### config.mk
export PLATFORM = sky130hd
export DESIGN_NAME = data_mem_bridge
export DESIGN_NICKNAME = d
export VERILOG_FILES = /design/src/rtl/data_mem_bridge.sv
export SDC_FILE = /design/constraint.sdc
export NUM_CORES = 1
export LEC_CHECK = 0
export CORE_MARGIN = 2
export CORE_UTILIZATION = 35
export DETAILED_ROUTE_END_ITERATION = 6
export PLACE_DENSITY = 0.71
export SLEW_MARGIN = 20
export SYNTH_ARGS = -nofsm -noshare
export SYNTH_HDL_FRONTEND = slang
export SYNTH_SLANG_ARGS = --single-unit
### constraint.sdc
create_clock -name clk -period 2.41 [get_ports clk]
set_input_delay 0.6025 -clock clk [delete_from_list [all_inputs] [get_ports clk]]
set_output_delay 0.6025 -clock clk [all_outputs]
set_load 0.02 [all_outputs]
### src/rtl/data_mem_bridge.sv
// -----------------------------------------------------------------------------
// data_mem_bridge
//
// Purpose:
//   Sits between the core's single-cycle combinational data-memory port and a
//   variable-latency data memory using a valid/ready request channel and a
//   valid-only response channel. While a transfer is outstanding the bridge
//   raises core_stall so the core holds its PC and register writes; the core
//   commits on the single DONE cycle, during which core_stall is low.
//
// Parameters:
//   ADDR_W          address width (>= 2)
//   DATA_W          data width
//   TIMEOUT_CYCLES  watchdog limit in cycles (>= 1); only used when the
//                   DMB_TIMEOUT_EN macro is defined
//
// Configuration macro:
//   DMB_TIMEOUT_EN  when defined, a watchdog counter aborts a transfer that
//                   spends TIMEOUT_CYCLES cycles in REQ/WAIT, flagging bus_err
//                   and returning zero read data. When undefined, the bridge
//                   waits indefinitely and bus_err is set only by misalignment.
//
// Ports:
//   clk             in   clock; all state updates on posedge
//   reset           in   asynchronous, active-low reset
//   core_addr       in   data_addr from core
//   core_rd         in   should_read_mem from core
//   core_wr         in   should_write_mem from core
//   core_wdata      in   mem_write_data from core
//   core_rdata      out  registered read data returned to the core
//   core_stall      out  hold core PC and register writes
//   mem_req_valid   out  request valid
//   mem_req_ready   in   memory accepts request
//   mem_req_we      out  1 = write, 0 = read
//   mem_req_addr    out  word-aligned request address
//   mem_req_wdata   out  write data
//   mem_resp_valid  in   response valid; completes both reads and writes
//   mem_resp_data   in   read data; ignored for writes
//   bus_err         out  sticky error flag, cleared only by reset
// -----------------------------------------------------------------------------
module data_mem_bridge #(
  parameter int ADDR_W         = 32,
  parameter int DATA_W         = 32,
  parameter int TIMEOUT_CYCLES = 255
) (
  input  logic              clk,
  input  logic              reset,
  input  logic [ADDR_W-1:0] core_addr,
  input  logic              core_rd,
  input  logic              core_wr,
  input  logic [DATA_W-1:0] core_wdata,
  output logic [DATA_W-1:0] core_rdata,
  output logic              core_stall,
  output logic              mem_req_valid,
  input  logic              mem_req_ready,
  output logic              mem_req_we,
  output logic [ADDR_W-1:0] mem_req_addr,
  output logic [DATA_W-1:0] mem_req_wdata,
  input  logic              mem_resp_valid,
  input  logic [DATA_W-1:0] mem_resp_data,
  output logic              bus_err
);

  localparam logic [1:0] ST_IDLE = 2'd0;
  localparam logic [1:0] ST_REQ  = 2'd1;
  localparam logic [1:0] ST_WAIT = 2'd2;
  localparam logic [1:0] ST_DONE = 2'd3;

  logic [1:0]        state_q,   state_d;
  logic [ADDR_W-1:0] addr_q,    addr_d;
  logic [DATA_W-1:0] wdata_q,   wdata_d;
  logic              we_q,      we_d;
  logic [DATA_W-1:0] rdata_q,   rdata_d;
  logic              bus_err_q, bus_err_d;

  logic core_req;
  logic addr_aligned;
  logic in_flight;

  assign core_req     = core_rd | core_wr;
  assign addr_aligned = (core_addr[1:0] == 2'b00);
  assign in_flight    = (state_q == ST_REQ) || (state_q == ST_WAIT);

`ifdef DMB_TIMEOUT_EN
  // At least 8 bits wide, wider if TIMEOUT_CYCLES needs it.
  localparam int CNT_W = ($clog2(TIMEOUT_CYCLES + 1) > 8) ? $clog2(TIMEOUT_CYCLES + 1) : 8;

  logic [CNT_W-1:0] cnt_q, cnt_d;
  logic             timeout_hit;

  // The counter holds the number of cycles already spent in REQ/WAIT, so the
  // abort fires on the cycle that completes the TIMEOUT_CYCLES-th one.
  assign timeout_hit = in_flight && (cnt_q == CNT_W'(TIMEOUT_CYCLES - 1));
`endif

  // ---------------------------------------------------------------------------
  // Next-state logic
  // ---------------------------------------------------------------------------
  always_comb begin
    state_d   = state_q;
    addr_d    = addr_q;
    wdata_d   = wdata_q;
    we_d      = we_q;
    rdata_d   = rdata_q;
    bus_err_d = bus_err_q;
`ifdef DMB_TIMEOUT_EN
    cnt_d     = cnt_q;
`endif

    case (state_q)
      ST_IDLE: begin
        if (core_req) begin
          if (addr_aligned) begin
            // A simultaneous read and write is issued as a write.
            addr_d  = core_addr;
            wdata_d = core_wdata;
            we_d    = core_wr;
            state_d = ST_REQ;
`ifdef DMB_TIMEOUT_EN
            cnt_d   = '0;
`endif
          end else begin
            // Misaligned access never reaches the bus; complete it at once
            // with an error and zero data.
            bus_err_d = 1'b1;
            rdata_d   = '0;
            state_d   = ST_DONE;
          end
        end
      end

      ST_REQ: begin
        if (mem_req_ready) begin
          state_d = ST_WAIT;
        end
      end

      ST_WAIT: begin
        if (mem_resp_valid) begin
          // Writes complete on the response but leave the read register alone.
          if (!we_q) begin
            rdata_d = mem_resp_data;
          end
          state_d = ST_DONE;
        end
      end

      default: begin
        // ST_DONE: the core commits on this edge.
        state_d = ST_IDLE;
      end
    endcase

`ifdef DMB_TIMEOUT_EN
    if (in_flight) begin
      cnt_d = cnt_q + CNT_W'(1);
    end
    // Watchdog abort overrides any handshake or response in the same cycle.
    if (timeout_hit) begin
      bus_err_d = 1'b1;
      rdata_d   = '0;
      state_d   = ST_DONE;
    end
`endif
  end

  // ---------------------------------------------------------------------------
  // State registers
  // ---------------------------------------------------------------------------
  always_ff @(posedge clk or negedge reset) begin
    if (!reset) begin
      state_q   <= ST_IDLE;
      addr_q    <= '0;
      wdata_q   <= '0;
      we_q      <= 1'b0;
      rdata_q   <= '0;
      bus_err_q <= 1'b0;
    end else begin
      state_q   <= state_d;
      addr_q    <= addr_d;
      wdata_q   <= wdata_d;
      we_q      <= we_d;
      rdata_q   <= rdata_d;
      bus_err_q <= bus_err_d;
    end
  end

`ifdef DMB_TIMEOUT_EN
  always_ff @(posedge clk or negedge reset) begin
    if (!reset) begin
      cnt_q <= '0;
    end else begin
      cnt_q <= cnt_d;
    end
  end
`endif

  // ---------------------------------------------------------------------------
  // Outputs
  // ---------------------------------------------------------------------------
`ifdef DMB_TIMEOUT_EN
  // Withdraw the request on the abort cycle so no handshake can complete.
  assign mem_req_valid = (state_q == ST_REQ) && !timeout_hit;
`else
  assign mem_req_valid = (state_q == ST_REQ);
`endif

  // The core stalls in the very cycle it issues a request. Gating with reset
  // keeps the output low while reset is held even if the core still requests.
  assign core_stall = reset &&
                      (((state_q == ST_IDLE) && core_req) || in_flight);

  assign mem_req_we    = we_q;
  assign mem_req_addr  = addr_q;
  assign mem_req_wdata = wdata_q;
  assign core_rdata    = rdata_q;
  assign bus_err       = bus_err_q;

endmodule

==> impl_summary.md <==
Timing
Setup violations remaining at the end of the flow were counted as 0. The count of endpoints failing hold in the final timing report was 0. Setup repair after global routing left no endpoint under its margin.

For the pin with the worst max-slew slack, the measured transition is 0.683 ns. The worst slew margin relative to its limit is 54.5%. The final-layout setup total negative slack is 0 ns. The clock period could shrink to 2.23 ns. The number of pins exceeding their max-slew limit in the final report is 0. The worst clock skew is 0.00699 ns.

Static timing analysis puts the maximum clock frequency at 0.448 GHz. The fraction of the cycle the final worst path needs is 92.5%.

Outcome
The flow ran to the end, and the final reports show no timing, DRC or antenna violations.

Detailed routing
In the final routed layout, each cell accounts on average for 15.4 um. The pre-antenna-repair detailed-routing pass consisted of 4 iterations. After detailed routing, the number of vias per cell comes to 4.53.

Summing over every cut layer, the via total after detailed routing is 2978. The residual DRC count is 0. The DRC violation total after the first TritonRoute iteration is 70. In this run the remaining antenna-violating nets after routing total 0. The wire length after detailed routing is 10100 um.

Worst setup path
Counting cells, the worst reg-to-reg path comes to 6. The worst setup path is captured at an output port. STA puts the critical path data arrival time at 1.63 ns. Setup slack on the worst reg-to-reg path comes out at 0.43 ns.

The worst setup path is launched from a flop. The required time of the critical path is 1.81 ns. The biggest cell delay along the critical path is 0.63 ns.

The largest fanout on the critical path is 4. Walking the worst path, the cells encountered are inv_1, ha_1, clkdlybuf4s50_1. The worst register-to-register path begins at state_q[0]$_DFFE_PN0P_. The largest individual stage delay along the critical path comes from the cell sky130_fd_sc_hd__clkdlybuf4s50_1. The worst register-to-register path ends at mem_req_wdata[19]$_DFFE_PN0P_.

The critical setup path kind is reg2out.

Cells and area
The share of post-route cells with drive strength above 1 is 18.1%. After filler insertion, the fill cell instance count of the layout stands at 955. For this run, the number of standard cells in the final layout without fillers is 657. In the final layout, the multi-input gates occupy 0.00134 mm^2. For this run, the post-layout net count is 618. The area growth from synthesis to layout is 60.9%. The number of antenna diodes is 0. Summing all flip-flop and latch instances after layout gives 0.00250 mm^2.

Global route
The first global-routing pass estimated 16600 um of wire. The met2 track demand over resource in global routing is 27.3%. The initial antenna violation count came to 0. The global routing stage identified its most utilized layer as met2.

The pin count of the biggest net entering global routing is 56. Global routing used 20.8% of the available met1 tracks. The via count of the first global-routing pass was 3278.

The final global-route overflow total is 0. The met3 routing resource usage after global routing is 5.01%. For this run, the total global-route usage over all layers was measured as 16.7%.

Job
Max-cap violations in this run came to 0.

Power
Power spread over the standard cell area amounts to 1380 mW/mm^2. For this design the total switching power over the nets is 3.28 mW. The worst voltage drop across the vdd grid is 0.766 mV.

The sequential group share of total power is 32.3%. In this run, the clock network consumes 15.5% of the power. Combinational cells account for 52.2% of the total power.

The switching part of the total power is 36.3%. For this design the static power due to leakage is 2.82 nW. Internal power comes to 5.76 mW.

Logic synthesis
Summed over its instances, the top area cell type makes up 61.3% of the synthesized netlist area. The portion of the post-synthesis area used by sequential elements is 61.3%. After synthesis the netlist holds a flip-flop and latch count of 100. The library cell occupying the most area in the post-synthesis netlist is sky130_fd_sc_hd__dfrtp_1. The count of warnings emitted by yosys is 0. The average cell area after synthesis is 13.6 um^2. The post-synthesis cell count is 301. In this run, distinct cell masters in the synthesized netlist total 19. The post-synthesis instance area is 0.00408 mm^2.

The number of nets in the synthesized netlist is 407. By area the synthesized netlist is led by sky130_fd_sc_hd__dfrtp_1 (61%), sky130_fd_sc_hd__mux2_2 (18%), sky130_fd_sc_hd__mux2i_1 (7.8%).

CTS
TritonCTS built the clock tree. Post-CTS timing repair inserted 0 buffers for setup. Counting along the longest clock path gives a buffer depth of 2.

The TritonCTS buffer count is 9. The clock drives 100 sinks. The cell at the root of the clock tree is sky130_fd_sc_hd__clkbuf_16. The clock-pin slew reported for the worst setup and hold paths after clock tree synthesis is 0.07 ns. The H-tree level count is 3.

The clock latency on the worst-skew pair is 0.33 ns.

Floorplan
The effective utilization at floorplan is 35.8%. The horizontal extent of the die is 112 um. The I/O pin total is 202. The area of the die is 0.0125 mm^2. The vertical die dimension is 112 um. The core box area is 0.0114 mm^2. The initialized floorplan defines 39 standard-cell rows.

Place
Input and output buffers added on the ports amount to 201. The congestion estimate from routability-driven global placement came to 0.761. The placed wire-length estimate after detailed placement is 7500 um.

Once placement completed, the tool counted placed cells totaling 644.

Min path
The path class of the tightest hold or removal check is in2async.
[routing by layer]
metal	share of wire, %	vias to the layer above	wire, um
met5	0	-	0
met4	1.9	0	196
met3	8.8	17	889
met2	47	134	4750
met1	42	1435	4280
li1	-	1392	-
[cells in the final DEF (no fill, tap or decap), drive strengths merged]
| cell type | synthesis | routed |
|---|---|---|
| a2111oi | 1 | 1 |
| a21boi | 1 | 1 |
| a21oi | 2 | 2 |
| a22o | 2 | 2 |
| and2 | 1 | 1 |
| buf | 11 | 14 |
| bufinv | 0 | 1 |
| clkbuf | 3 | 12 |
| clkdlybuf4s50 | 0 | 199 |
| clkinvlp | 0 | 1 |
| dfrtp | 100 | 100 |
| ha | 4 | 4 |
| inv | 37 | 37 |
| mux2 | 64 | 64 |
| mux2i | 32 | 32 |
| nand2 | 33 | 33 |
| nor2 | 4 | 4 |
| nor2b | 3 | 3 |
| o21ai | 2 | 2 |
| o21bai | 1 | 1 |
[worst max-delay path by stage]
| stage | startpoint | to | depth (start not counted) |
|---|---|---|---|
| after detailed placement | core_wr | core_stall | 4 |
| final | state_q[1]$_DFFE_PN0P_ | mem_req_valid | 3 |
| after global placement | core_rd | core_stall | 4 |
| after floorplan | state_q[0]$_DFFE_PN0P_ | core_rdata[17]$_DFFE_PN0P_ | 7 |
| after CTS | state_q[0]$_DFFE_PN0P_ | core_stall | 5 |
| after global routing | state_q[1]$_DFFE_PN0P_ | mem_req_valid | 3 |
[Yosys cell counts, drive strengths merged]
cell and n:
o21ai 2, a2111oi 1, ha 4, nand2 33, a22o 2, inv 37
dfrtp 100, and2 1, buf 11, mux2 64, a21oi 2, a21boi 1
nor2 4, o21bai 1, mux2i 32, clkbuf 3, nor2b 3
[area by class of cell]
type	instances	share of cell area (%)
well taps	143	2.72
clock buffers	11	3.69
clock inverters	2	0.571
repair buffers	214	32.4
flip-flops and latches	100	38.1
multi-input cells	150	20.4
inverters	37	2.11
[metrics by stage]
| step | instance area, um^2 | power (mW) | worst slack (ns) | utilization, % | hold slack [ns] |
|---|---|---|---|---|---|
| 5_1_grt | 6570 | 9.57 | 0.0692 | 57.5 | 0.431 |
| 2_1_floorplan | 4080 | 5.50 | 0.487 | - | 0.307 |
| 4_1_cts | 6570 | 9.15 | 0.00670 | 57.6 | 0.404 |
| 6_report | 6570 | 9.04 | 0.180 | 57.5 | 0.371 |
| 3_5_place_dp | 6290 | 7.73 | -0.262 | 55.1 | 0.471 |
| 3_3_place_gp | 6290 | 7.61 | -0.245 | 55.1 | 0.467 |
[critical path: cells and delay by family (launching register included)]
kind | cells | cell delay [ns]
buffers and inverters | 2 | 0.72
flip-flops | 1 | 0.41
adder cells (fa/ha/maj) | 1 | 0.16
[power by group through the flow]
stage / Clock (mW) / Sequential (mW) / Combinational, mW
after floorplan: 0 / 3.91 / 1.60
after global placement: 0 / 2.91 / 4.70
after detailed placement: 0 / 2.95 / 4.78
after CTS: 1.44 / 2.93 / 4.78
after global routing: 1.51 / 3.04 / 5.02
final: 1.40 / 2.92 / 4.71
[state kept, by name, summed over array words and instances, names as in the netlist]
register,cells
core_rdata,32
mem_req_addr,32
mem_req_wdata,32
state_q,2
bus_err,1
mem_req_we,1
[kinds of logic (layout without fill, tap and decap cells)]
kind of cell | count (synthesis) | after routing | synth area share (%)
compound gates | 9 | 9 | 1.96
mux | 96 | 96 | 25.5
simple gates | 41 | 41 | 4.01
buf+inv | 51 | 264 | 6.01
flops | 100 | 100 | 61.3
fa+ha+maj | 4 | 4 | 1.23
[timing repair]
item,4_1_cts,5_1_grt
gates resized for setup,1,4
hold buffers,0,0
endpoints found under the hold margin,0,0
setup endpoints to repair,1,1
No activity file was read; power rests on OpenSTA's default activity.
==> RTL change 1 (same flow settings) <==
The option `DMB_TIMEOUT_EN` is turned on by a define.
--- a/src/rtl/data_mem_bridge.sv
+++ b/src/rtl/data_mem_bridge.sv
@@ -38,6 +38,8 @@
 //   mem_resp_data   in   read data; ignored for writes
 //   bus_err         out  sticky error flag, cleared only by reset
 // -----------------------------------------------------------------------------
+`define DMB_TIMEOUT_EN
+
 module data_mem_bridge #(
   parameter int ADDR_W         = 32,
   parameter int DATA_W         = 32,
Function: no difference found for any inputs over 4 cycles, from zero or initial values and one cycle with reset low; that may be too few to reach the edited logic, so the function may still have changed.
==> RTL change 1 against the unedited design <==
- final area rose by 5.1%
- synthesized area is 4.9% higher
- sequential power grew 4%
- setup slack worse by 55 ps
- sequential cell count is 8 higher
- power fell by 0.39%
- wire length is 10% higher
- register-to-register slack lost 50 ps
- critical path type is now input pin to output port
- largest cell class unchanged
==> RTL change 1: results (changes against the unedited design) <==
| Step | Item | Value | Delta |
| --- | --- | --- | --- |
| worst setup path | Worst setup slack for register-to-register paths | 380 ps | -50 ps |
| yosys | Top post-synthesis cells by area | sky130_fd_sc_hd__dfrtp_1, sky130_fd_sc_hd__mux2_2, sky130_fd_sc_hd__a22o_1 |  |
| yosys | Avg Cell Area, Syn | 14.6 um2 | +7.8% |
| cts | Number of gates resized after cts | 2 | +1 |
| detailed routing | Average wire length per cell after detail routing | 16.7 um | +8.7% |
| finish | Ratio of cells with drive above 1 in the final layout | 20.4% | +2.3 points |
| place | Final Wtd Congestion | 0.787 | +3.5% |
| yosys | Mux contribution to synthesized area | 17.0% | -8.5 points |
| timing | Worst-case clock skew | 8.05 ps | +1.06 ps |
| outcome | Status | finished, final reports clean |  |
| global routing | Pin count of the biggest net entering global routing | 60 | +7.1% |
| place | Cell count after placement | 650 | +0.93% |
| global routing | Number of antenna violations at the first check in global routing | 0 | unchanged |
| global routing | Overall fraction of global-route tracks in use | 16.7% | about the same |
| place | Worst setup slack after placement | -146 ps | +116 ps |
| power | Combinational fraction of design power | 50.6% | -1.6 points |
| timing | Final-layout worst hold slack | 462 ps | +90.9 ps |
| worst setup path | Critical path start-end classification | input pin to output port |  |
| worst setup path | CP max FO | 2 | -2 |
| yosys | Synthesized Nets | 401 | -1.5% |
| yosys | Ys flop type | sky130_fd_sc_hd__dfrtp_1 |  |
| power | Combinational gate power | 4560 uW | -3% |
| detailed routing | Sum of routed wire length over all layers | 11,100 um | +10% |
| timing | Slew HR | 51.2% | -3.3 points |
| worst setup path | Max incr delay on CP | 480 ps | -150 ps |
| yosys | Sequential fraction of the synthesis area | 63.1% | +1.8 points |
| finish | Number of nets in the finished design | 622 | +0.65% |
| timing | Final worst-path setup slack | 124 ps | -55.5 ps |
| place | Placed cell area | 6630 um2 | +5.3% |
| place | DP HPWL | 8460 um | +13% |
| power | Worst supply voltage drop on vdd | 605 uV | -21% |
| power | Int Power | 5770 uW | +0.25% |
| power | Part of the total power dissipated in sequential elements | 33.9% | +1.6 points |
| detailed routing | Detail-routed via count per cell | 4.88 | +7.7% |
| global routing | Vias in the first global route | 3,266 | -0.37% |
| yosys | Number of distinct library cell variants in the gate-level netlist after synthesis | 36 | +17 |
| yosys | Compound-cell area share of the yosys netlist | 11.0% | +9.0 points |
| global routing | First-pass GRT wire length | 17,100 um | +3.0% |
| detailed routing | 1st-pass router iterations | 5 | +1 |
| power | Standby leakage power | 0.00294 uW | +4.2% |
| yosys | Commonest cells post-synth | sky130_fd_sc_hd__dfrtp_1, sky130_fd_sc_hd__mux2_2, sky130_fd_sc_hd__a22o_1, sky130_fd_sc_hd__o21ai_0, sky130_fd_sc_hd__nor2_1 |  |
| yosys | Adder and majority gate portion of the synthesized area | 1.75% | +0.53 points |
## RTL change 1: cell types whose count changed after synthesis, sizes merged, moves of 3 or more
cell	unedited run	this run
dfrtp	100	108
nor3	0	3
nor2	4	8
nand2b	0	3
inv	37	7
a31oi	0	4
mux2i	32	2
a22o	2	32
o21ai	2	11
nand4	0	4
or3	0	3
nand2	33	4
## RTL change 1: layer usage
| layer | routed length (um) | GRT usage (%) | up-vias |
|---|---|---|---|
| met4 | 180 | 5.69 | 0 |
| met2 | 5550 | 28.9 | 109 |
| met3 | 714 | 3.60 | 17 |
| li1 | - | - | 1522 |
| met5 | 0 | 0 | - |
| met1 | 4700 | 20.5 | 1602 |
## RTL change 1: logic make-up (layout without fill, tap and decap cells)
| kind of cell | count (synthesis) | after routing |
|---|---|---|
| AO/OA/AOI/OAI | 60 | 60 |
| flip-flops | 108 | 108 |
| adder cells (fa/ha/maj) | 6 | 6 |
| multiplexers | 65 | 65 |
| AND/OR/NAND/NOR | 33 | 33 |
| buffers and inverters | 21 | 247 |
## RTL change 1: worst paths after layout
path	cells past startpoint	endpoint	start
worst max-delay path	4	core_stall	core_wr
worst min-delay path	2	cnt_q[3]	reset
worst max register to register	6	cnt_q[7]	state_q[0]
worst min register to register	1	bus_err	bus_err
max in group asynchronous	3	mem_req_wdata[8]	reset
min in group clk	1	bus_err	bus_err
## RTL change 1: layout make-up
| cell class | count | area (um2) | share of cell area [%] |
|---|---|---|---|
| clock buffer | 13 | 260 | 3.77 |
| clock inverter | 3 | 21.3 | 0.308 |
| inverter | 7 | 26.3 | 0.381 |
| multi-input combinational | 164 | 1470 | 21.3 |
| sequential | 108 | 2700 | 39.1 |
| tap | 147 | 184 | 2.66 |
| timing repair buffer | 224 | 2240 | 32.4 |
==> RTL change 2 (same settings) <==
Without the edit above. Register the output `bus_err` once more, with the module's reset; this adds one clock of latency there. The other outputs are not delayed to match. Comments in the files are not updated.
--- a/src/rtl/data_mem_bridge.sv
+++ b/src/rtl/data_mem_bridge.sv
@@ -214,7 +214,13 @@
   assign mem_req_addr  = addr_q;
   assign mem_req_wdata = wdata_q;
   assign core_rdata    = rdata_q;
-  assign bus_err       = bus_err_q;
+  always_ff @(posedge clk or negedge reset) begin
+    if (!reset) begin
+      bus_err <= '0;
+    end else begin
+      bus_err <= bus_err_q;
+    end
+  end
 
 endmodule
 
Behaviour: not the same (a bounded check fails within 4 cycles, from zero or initial values and one cycle with reset low).
==> RTL change 2 against the unedited design <==
- setup slack got worse by 110 ps
- sequential cell count increased by 1
- final area increased by 0.27%
- synthesized area increased by 0.61%
- wire length decreased by 3.0%
- via count decreased by 0.20%
- die area increased by 0.59%
- global-route usage decreased by 0.79 points
- power decreased by 0.87%
- largest cell class unchanged
==> RTL change 2: results (changes against the unedited design) <==
| Step | Item | Value | Delta |
| --- | --- | --- | --- |
| yosys | Synthesized Nets | 408 | +0.25% |
| worst setup path | Cell count of the worst reg-to-reg path | 7 | +1 |
| detailed routing | Violation count after the first detailed-routing iteration | 95 | +36% |
| worst setup path | Arrival time reported for the critical path endpoint | 1740 ps | +110 ps |
| yosys | Adder and majority gate portion of the synthesized area | 1.22% | -0.0075 points |
| yosys | Top post-synthesis cells by area | sky130_fd_sc_hd__dfrtp_1, sky130_fd_sc_hd__mux2_2, sky130_fd_sc_hd__mux2i_1 |  |
| global routing | Overall fraction of global-route tracks in use | 15.9% | -0.79 points |
| power | Worst supply voltage drop on vdd | 709 uV | -7.4% |
| power | Standby leakage power | 0.00283 uW | +0.18% |
| timing | Slew HR | 51.5% | -3.0 points |
| place | Worst setup slack after placement | -309 ps | -47.3 ps |
| finish | Fillcell total | 980 | +2.6% |
| worst setup path | Critical Path Source | core_rd |  |
| detailed routing | Total number of vias | 2,972 | -0.20% |
| detailed routing | Average wire length per cell after detail routing | 14.9 um | -3.5% |
| timing | Worst-case clock skew | 7.33 ps | +0.345 ps |
| global routing | GR Util met3 | 5.45% | +0.45 points |
| global routing | Pin count of the biggest net entering global routing | 59 | +5.4% |
| yosys | Commonest cells post-synth | sky130_fd_sc_hd__dfrtp_1, sky130_fd_sc_hd__mux2_2, sky130_fd_sc_hd__inv_1, sky130_fd_sc_hd__nand2_1, sky130_fd_sc_hd__mux2i_1 |  |
| yosys | Sequential fraction of the synthesis area | 61.5% | +0.24 points |
| worst setup path | Crit Reg-Reg Endpoint | core_rdata[6] |  |
| outcome | Status | finished, final reports clean |  |
| detailed routing | Met2 Wirelength | 4640 um | -2.4% |
| finish | Ratio of cells with drive above 1 in the final layout | 18.0% | -0.10 points |
| detailed routing | Met3 Wirelength | 915 um | +2.9% |
| global routing | Vias in the first global route | 3,191 | -2.7% |
| global routing | Met2 global-route usage | 26.5% | -0.81 points |
| timing | Time the final worst path needs with I/O delays and setup | 2340 ps | +110 ps |
| place | DP HPWL | 7450 um | -0.73% |
| global routing | First-pass GRT wire length | 16,000 um | -3.4% |
| worst setup path | CP max FO | 3 | -1 |
| yosys | Number of distinct library cell variants in the gate-level netlist after synthesis | 19 | unchanged |
| worst setup path | Worst setup slack for register-to-register paths | 360 ps | -70 ps |
| worst setup path | End point of the critical path | core_stall |  |
| yosys | Mux contribution to synthesized area | 25.3% | -0.16 points |
| global routing | Met1 global-route usage | 19.1% | -1.8 points |
| detailed routing | Routed metal-1 wirelength | 4040 um | -5.5% |
| place | Final Wtd Congestion | 0.736 | -3.3% |
| power | Switching part of the total power | 36.5% | +0.25 points |
| yosys | Compound-cell area share of the yosys netlist | 1.95% | -0.012 points |
| finish | Number of nets in the finished design | 619 | +0.16% |
==> RTL change 2: area by class of cell <==
class | count | area (um2) | area share (%)
Multi-Input combinational cell | 150 | 1340 | 20.4
Sequential cell | 101 | 2530 | 38.4
Clock inverter | 3 | 21.3 | 0.323
Timing Repair Buffer | 214 | 2130 | 32.4
Clock buffer | 12 | 246 | 3.74
Tap cell | 143 | 179 | 2.72
Inverter | 37 | 139 | 2.11
==> RTL change 2: critical path, cell delays in order <==
cell and delay, ps:
sky130_fd_sc_hd__clkdlybuf4s50_1 510, sky130_fd_sc_hd__o21ai_1 100, sky130_fd_sc_hd__a21boi_0 170, sky130_fd_sc_hd__clkdlybuf4s15_1 350
==> RTL change 2: stage by stage <==
| stage | cell area [um2] | hold slack [ps] | util [%] | instances |
|---|---|---|---|---|
| floorplan | 4110 | 307 | - | 302 |
| global placement | 6320 | 370 | 55.3 | 645 |
| detailed placement | 6320 | 365 | 55.3 | 645 |
| CTS | 6590 | 381 | 57.7 | 660 |
| global route | 6590 | 388 | 57.7 | 660 |
| finish | 6590 | 364 | 57.7 | 660 |
==> RTL change 2: power by group through the flow <==
stage | Sequential, uW | Combinational (uW) | Clock (uW)
2_1_floorplan | 3930 | 1600 | 0
3_3_place_gp | 2920 | 4700 | 0
3_5_place_dp | 2970 | 4780 | 0
4_1_cts | 2950 | 4780 | 1360
5_1_grt | 3050 | 5010 | 1440
6_report | 2940 | 4700 | 1320
==> RTL change 2: kinds of logic (layout without fill, tap and decap cells) <==
group,count (synthesis),after routing
muxes,96,96
buffers and inverters,51,266
DFF,101,101
AOI/OAI and AO/OA,9,9
and+or+nand+nor,41,41
adders and majority gates,4,4
==> RTL change 2: repair_timing <==
action	CTS	global route
hold endpoints to repair	0	0
gates cloned	0	0
resized for setup	2	1
endpoints found under the setup margin	1	1
